$ cat config.mk
export PLATFORM = sky130hd
export DESIGN_NAME = multi_cycle_controller
export DESIGN_NICKNAME = d
export VERILOG_FILES = /design/src/rtl/multi_cycle_controller.sv
export SDC_FILE = /design/constraint.sdc
export NUM_CORES = 1
export LEC_CHECK = 0
export BUFFER_PORTS_ARGS = -buffer_cell sky130_fd_sc_hd__buf_2
export CAP_MARGIN = 0
export CORE_ASPECT_RATIO = 0.9
export CORE_UTILIZATION = 40
export CTS_CLUSTER_SIZE = 25
export DETAILED_ROUTE_END_ITERATION = 12
export PLACE_DENSITY = 0.71
export SETUP_SLACK_MARGIN = 0.15
export SYNTH_ARGS = -nofsm -noshare
export SYNTH_HDL_FRONTEND = slang
export SYNTH_SLANG_ARGS = --single-unit
$ cat constraint.sdc
create_clock -name clk -period 1.8 [get_ports clk]
set_clock_uncertainty 0.1 [all_clocks]
set_input_delay 0 -clock clk [delete_from_list [all_inputs] [get_ports clk]]
set_output_delay 0 -clock clk [all_outputs]
set_load 0.02 [all_outputs]
$ cat src/rtl/multi_cycle_controller.sv
// multi_cycle_controller: Moore main FSM sequencing the multi-cycle RV32I datapath.
module multi_cycle_controller #(
  parameter int MEM_LAT = 1,
  parameter int CNT_W = 4
) (
  input  logic       clk,
  input  logic       rst,
  input  logic [6:0] op,
  input  logic [2:0] funct3,
  input  logic       funct7b5,
  input  logic       zero,
  input  logic       neg,
  output logic       PCWrite,
  output logic       AdrSrc,
  output logic       MemWrite,
  output logic       IRWrite,
  output logic [1:0] ResultSrc,
  output logic [1:0] ALUSrcA,
  output logic [1:0] ALUSrcB,
  output logic [1:0] ALUOp,
  output logic [2:0] immSrc,
  output logic       RegWrite,
  output logic       illegal
);
  localparam logic [6:0] OP_LW = 7'b0000011;
  localparam logic [6:0] OP_SW = 7'b0100011;
  localparam logic [6:0] OP_R = 7'b0110011;
  localparam logic [6:0] OP_I = 7'b0010011;
  localparam logic [6:0] OP_JAL = 7'b1101111;
  localparam logic [6:0] OP_JALR = 7'b1100111;
  localparam logic [6:0] OP_BR = 7'b1100011;
  localparam logic [6:0] OP_LUI = 7'b0110111;
  localparam logic [CNT_W-1:0] LAST = CNT_W'(MEM_LAT - 1);

  typedef enum logic [3:0] {
    FETCH, DECODE, MEMADR, MEMREAD, MEMWB, MEMWRITE, EXECR,
    EXECI, ALUWB, JAL, JALR, JALR2, BRANCH, LUI
  } state_t;

  state_t state, nxt, st;
  logic [CNT_W-1:0] cnt, cnt_nxt;
  logic pc_w, mem_w, ir_w, reg_w, ill, taken, last;

  always_ff @(posedge clk) begin
    if (rst) begin
      state <= FETCH;
      cnt <= '0;
    end else begin
      state <= nxt;
      cnt <= cnt_nxt;
    end
  end

  // Under reset the outputs reflect FETCH regardless of the stored state.
  assign st = rst ? FETCH : state;
  assign last = cnt == LAST;
  assign taken = funct3 == 3'b000 ? zero :
                 funct3 == 3'b001 ? !zero :
                 funct3 == 3'b100 ? neg :
                 funct3 == 3'b101 ? !neg : 1'b0;

  always_comb begin
    nxt = st;
    cnt_nxt = '0;
    pc_w = 1'b0;
    mem_w = 1'b0;
    ir_w = 1'b0;
    reg_w = 1'b0;
    ill = 1'b0;
    AdrSrc = 1'b0;
    ResultSrc = 2'b00;
    ALUSrcA = 2'b00;
    ALUSrcB = 2'b00;
    ALUOp = 2'b00;
    immSrc = 3'b000;
    case (st)
      FETCH: begin
        ALUSrcB = 2'b10;
        ResultSrc = 2'b10;
        cnt_nxt = last ? '0 : cnt + 1'b1;
        ir_w = last;
        pc_w = last;
        nxt = last ? DECODE : FETCH;
      end
      DECODE: begin
        ALUSrcA = 2'b01;
        ALUSrcB = 2'b01;
        immSrc = op == OP_SW ? 3'b001 :
                 op == OP_BR ? 3'b010 :
                 op == OP_JAL ? 3'b011 :
                 op == OP_LUI ? 3'b100 : 3'b000;
        case (op)
          OP_LW, OP_SW: nxt = MEMADR;
          OP_R: nxt = EXECR;
          OP_I: nxt = EXECI;
          OP_JAL: nxt = JAL;
          OP_JALR: nxt = JALR;
          OP_BR: nxt = BRANCH;
          OP_LUI: nxt = LUI;
          default: begin
            ill = 1'b1;
            nxt = FETCH;
          end
        endcase
      end
      MEMADR: begin
        ALUSrcA = 2'b10;
        ALUSrcB = 2'b01;
        immSrc = op == OP_SW ? 3'b001 : 3'b000;
        nxt = op == OP_SW ? MEMWRITE : MEMREAD;
      end
      MEMREAD: begin
        AdrSrc = 1'b1;
        cnt_nxt = last ? '0 : cnt + 1'b1;
        nxt = last ? MEMWB : MEMREAD;
      end
      MEMWB: begin
        ResultSrc = 2'b01;
        reg_w = 1'b1;
        nxt = FETCH;
      end
      MEMWRITE: begin
        AdrSrc = 1'b1;
        mem_w = 1'b1;
        nxt = FETCH;
      end
      EXECR: begin
        ALUSrcA = 2'b10;
        ALUOp = 2'b10;
        nxt = ALUWB;
      end
      EXECI: begin
        ALUSrcA = 2'b10;
        ALUSrcB = 2'b01;
        ALUOp = 2'b10;
        nxt = ALUWB;
      end
      ALUWB: begin
        reg_w = 1'b1;
        nxt = FETCH;
      end
      JAL: begin
        ALUSrcA = 2'b01;
        ALUSrcB = 2'b10;
        pc_w = 1'b1;
        nxt = ALUWB;
      end
      JALR: begin
        ALUSrcA = 2'b10;
        ALUSrcB = 2'b01;
        nxt = JALR2;
      end
      JALR2: begin
        ALUSrcA = 2'b01;
        ALUSrcB = 2'b10;
        pc_w = 1'b1;
        nxt = ALUWB;
      end
      BRANCH: begin
        ALUSrcA = 2'b10;
        ALUOp = 2'b01;
        immSrc = 3'b010;
        pc_w = taken;
        nxt = FETCH;
      end
      LUI: begin
        ResultSrc = 2'b11;
        immSrc = 3'b100;
        reg_w = 1'b1;
        nxt = FETCH;
      end
      default: nxt = FETCH;
    endcase
  end

  assign PCWrite = pc_w & ~rst;
  assign MemWrite = mem_w & ~rst;
  assign IRWrite = ir_w & ~rst;
  assign RegWrite = reg_w & ~rst;
  assign illegal = ill & ~rst;

  logic unused;
  assign unused = funct7b5;
endmodule
==> impl_metrics.json <==
{
  "status": "finished, final reports clean",
  "layout_setup_ws_ps": 150,
  "gr-total-overflow": 0,
  "die_width_um": 54.2,
  "clk_path_buf_depth": 2,
  "pwr_density_cell_mw_per_mm2": 370,
  "grt_util_all_layers_pct": 20.3,
  "drive_above_1_share_pct": 42.5,
  "crit_chain": "buf_4 > nand2_4 > nor4_4 > nand3b_1 > a21oi_2 > buf_4",
  "layout_common_cells": "buf_2 (27), buf_4 (16), nor2_1 (11)",
  "relSlewSlack_pct": 78.7,
  "period_share_pct": 91.7,
  "std_cell_rows": 16,
  "finish.utilization_pct": 57.3,
  "syn_area_um2": 980,
  "routabilityCongestion": 0.799,
  "diodes": 0,
  "cts_buffers": 3,
  "fp.coreArea_mm2": 0.00224,
  "drv_slew": 0,
  "start_util_pct": 43.7,
  "grt_max_degree": 16,
  "endpoint_kind": "primary output",
  "grt_pass1_vias": 959,
  "required_ps": 1700,
  "clock_sinks": 8,
  "first_iter_violations": 36,
  "dpl_worst_slack_ps": 214,
  "dpl.hpwl_mm": 1.87,
  "period_minus_slack_ps": 1650,
  "cp-start-kind": "register",
  "crit_family": "simple AND/OR/NAND/NOR gates",
  "crit_fanout": 6,
  "crit_arrival_ps": 1550,
  "hold_viol": 0,
  "ir_drop_uv": 418,
  "synth_edf_count": 0,
  "nets": 186,
  "synth_cells": 130,
  "cap_violations": 0,
  "tns_ps": 0,
  "synthFlopType": "dfxtp_1",
  "cts-root-buf": "clkbuf_4",
  "syn_area_per_cell_um2": 7.54,
  "wl_per_cell_um": 13.5,
  "grt_setup_unrepaired": "true",
  "drcViolationCount": 0,
  "cts.clk_slew.worst_paths_ps": 50,
  "vias_per_cell": 5.62,
  "total_leakage_power_nw": 0.582,
  "design_area_mm2": 0.00128,
  "antenna_found_initial": 0,
  "drt_pre_antenna_iters": 6,
  "cts_hold_buffers": 0,
  "area_delta_synth_final_pct": 31.2,
  "vias": 1091,
  "crit_top_cell": "buf_4",
  "fin_cells": 194,
  "fmax_mhz": 606,
  "place_area_mm2": 0.00113,
  "synthDistinctLibCells": 48,
  "setup_viol": 0,
  "h-tree-depth": 1,
  "dp_cells": 182,
  "tightest_slew_ps": 319,
  "yosysWarnings": 0,
  "grt_pass1_wl_mm": 4.09,
  "hp-class": "in2reg",
  "fillCellCount": 197,
  "layout_commonest_cell": "buf_2",
  "dieHeight_um": 49.0,
  "cpMaxStageDelayCell": "dfxtp_2",
  "dieArea_mm2": 0.00265,
  "wl_mm": 2.62,
  "synth_nets": 147,
  "synth_async_sr_flop_share_pct": 0,
  "ant_nets": 0,
  "ys_seq_area_share_pct": 16.3,
  "clk_latency_ps": 250,
  "num_io_pins": 32,
  "ys_seq_elements": 8,
  "portBuffers": 30,
  "worstSetupPathType": "reg2out",
  "cts_tree": "built",
  "critPathMaxStageDelay_ps": 370,
  "timing.critical_path.buf_inv": 2
}
## final cells by class
cell class | instances | area (µm²) | area share, %
timing repair buffer | 44 | 267 | 20.7
multi-input combinational | 105 | 761 | 59.2
clock buffer | 3 | 22.5 | 1.75
sequential | 8 | 175 | 13.6
tap | 27 | 33.8 | 2.63
inverter | 7 | 26.3 | 2.04
## power breakdown
part	total (mW)	leakage, nW	internal [mW]	switching [mW]
registers	0.185	0.0684	0.177	0.00764
logic	0.159	0.500	0.0693	0.0897
clock network	0.132	0.0138	0.0759	0.0560
total	0.476	0.582	0.323	0.153
## cell families after synthesis
kind of cell / after synthesis / synth area share (%)
AND/OR/NAND/NOR: 66 / 43.4
adder cells (fa/ha/maj): 2 / 2.55
XOR/XNOR: 8 / 7.15
multiplexers: 1 / 1.02
AO/OA/AOI/OAI: 28 / 19.9
flip-flops: 8 / 16.3
buffers and inverters: 17 / 9.58
## registers in the layout (all words and copies together), names as in the netlist
signal,flops
cnt,4
state,4
## through the flow
stage | hold WS, ps | power [mW]
6_report | 34.6 | 0.476
2_1_floorplan | -56.7 | 0.289
3_5_place_dp | 276 | 0.334
4_1_cts | 36.2 | 0.466
5_1_grt | 64.7 | 0.503
3_3_place_gp | 262 | 0.330
## path summary, 6_finish.rpt
kind | end | startpoint | slack (ps) | depth (start not counted)
worst max register to register | state[1]$_SDFF_PP0_ | cnt[0]$_SDFF_PP0_ | 300 | 6
worst max-delay path | PCWrite | state[2]$_SDFF_PP0_ | 150 | 6
worst min-delay path | state[3]$_SDFF_PP0_ | op[5] | 30 | 3
worst min register to register | cnt[0]$_SDFF_PP0_ | cnt[0]$_SDFF_PP0_ | 310 | 1
## metal layers
metal / vias up / track usage, % / wire (µm)
met2: 42 / 33.1 / 1240
met5: - / 0 / 0
met1: 503 / 25.9 / 1220
li1: 544 / - / -
met4: 0 / 5.56 / 12
met3: 2 / 4.98 / 146
## cells in the mapped netlist (2+ instances only)
master / instances / share of area, %
nor2_1: 12 / 4.6
a21oi_1: 9 / 4.6
dfxtp_1: 8 / 16
nand3_1: 7 / 3.6
nand2_1: 6 / 2.3
nand2b_1: 6 / 3.8
and3_1: 5 / 3.2
inv_1: 5 / 1.9
nor3_1: 5 / 2.6
xnor2_1: 5 / 4.5
nor2b_1: 4 / 2.6
buf_2: 3 / 1.5
buf_4: 3 / 2.3
nand3b_1: 3 / 2.3
or2_1: 3 / 1.9
xor2_1: 3 / 2.7
a31oi_1: 2 / 1.3
buf_6: 2 / 2.3
clkbuf_1: 2 / 0.77
ha_1: 2 / 2.6
inv_2: 2 / 0.77
nand4_1: 2 / 1.3
nor2_4: 2 / 2.3
nor3_2: 2 / 2.0
o211ai_1: 2 / 1.5
o21ai_0: 2 / 1.0
o21ai_1: 2 / 1.0
## worst register-to-register path, stage by stage, from the launching register on
cell and delay (ps):
dfxtp_2 320, inv_1 80, ha_4 130, nor3b_4 250
buf_4 160, inv_1 50, a221o_1 300
## what timing repair did
action | in CTS | in global routing
buffers inserted | 0 | 9
hold endpoints to repair | 0 | 0
pin swaps | 0 | 6
endpoints found under the setup margin | 10 | 5
resized for setup | 4 | 17
Note: power is estimated with default switching activity, not from simulation.
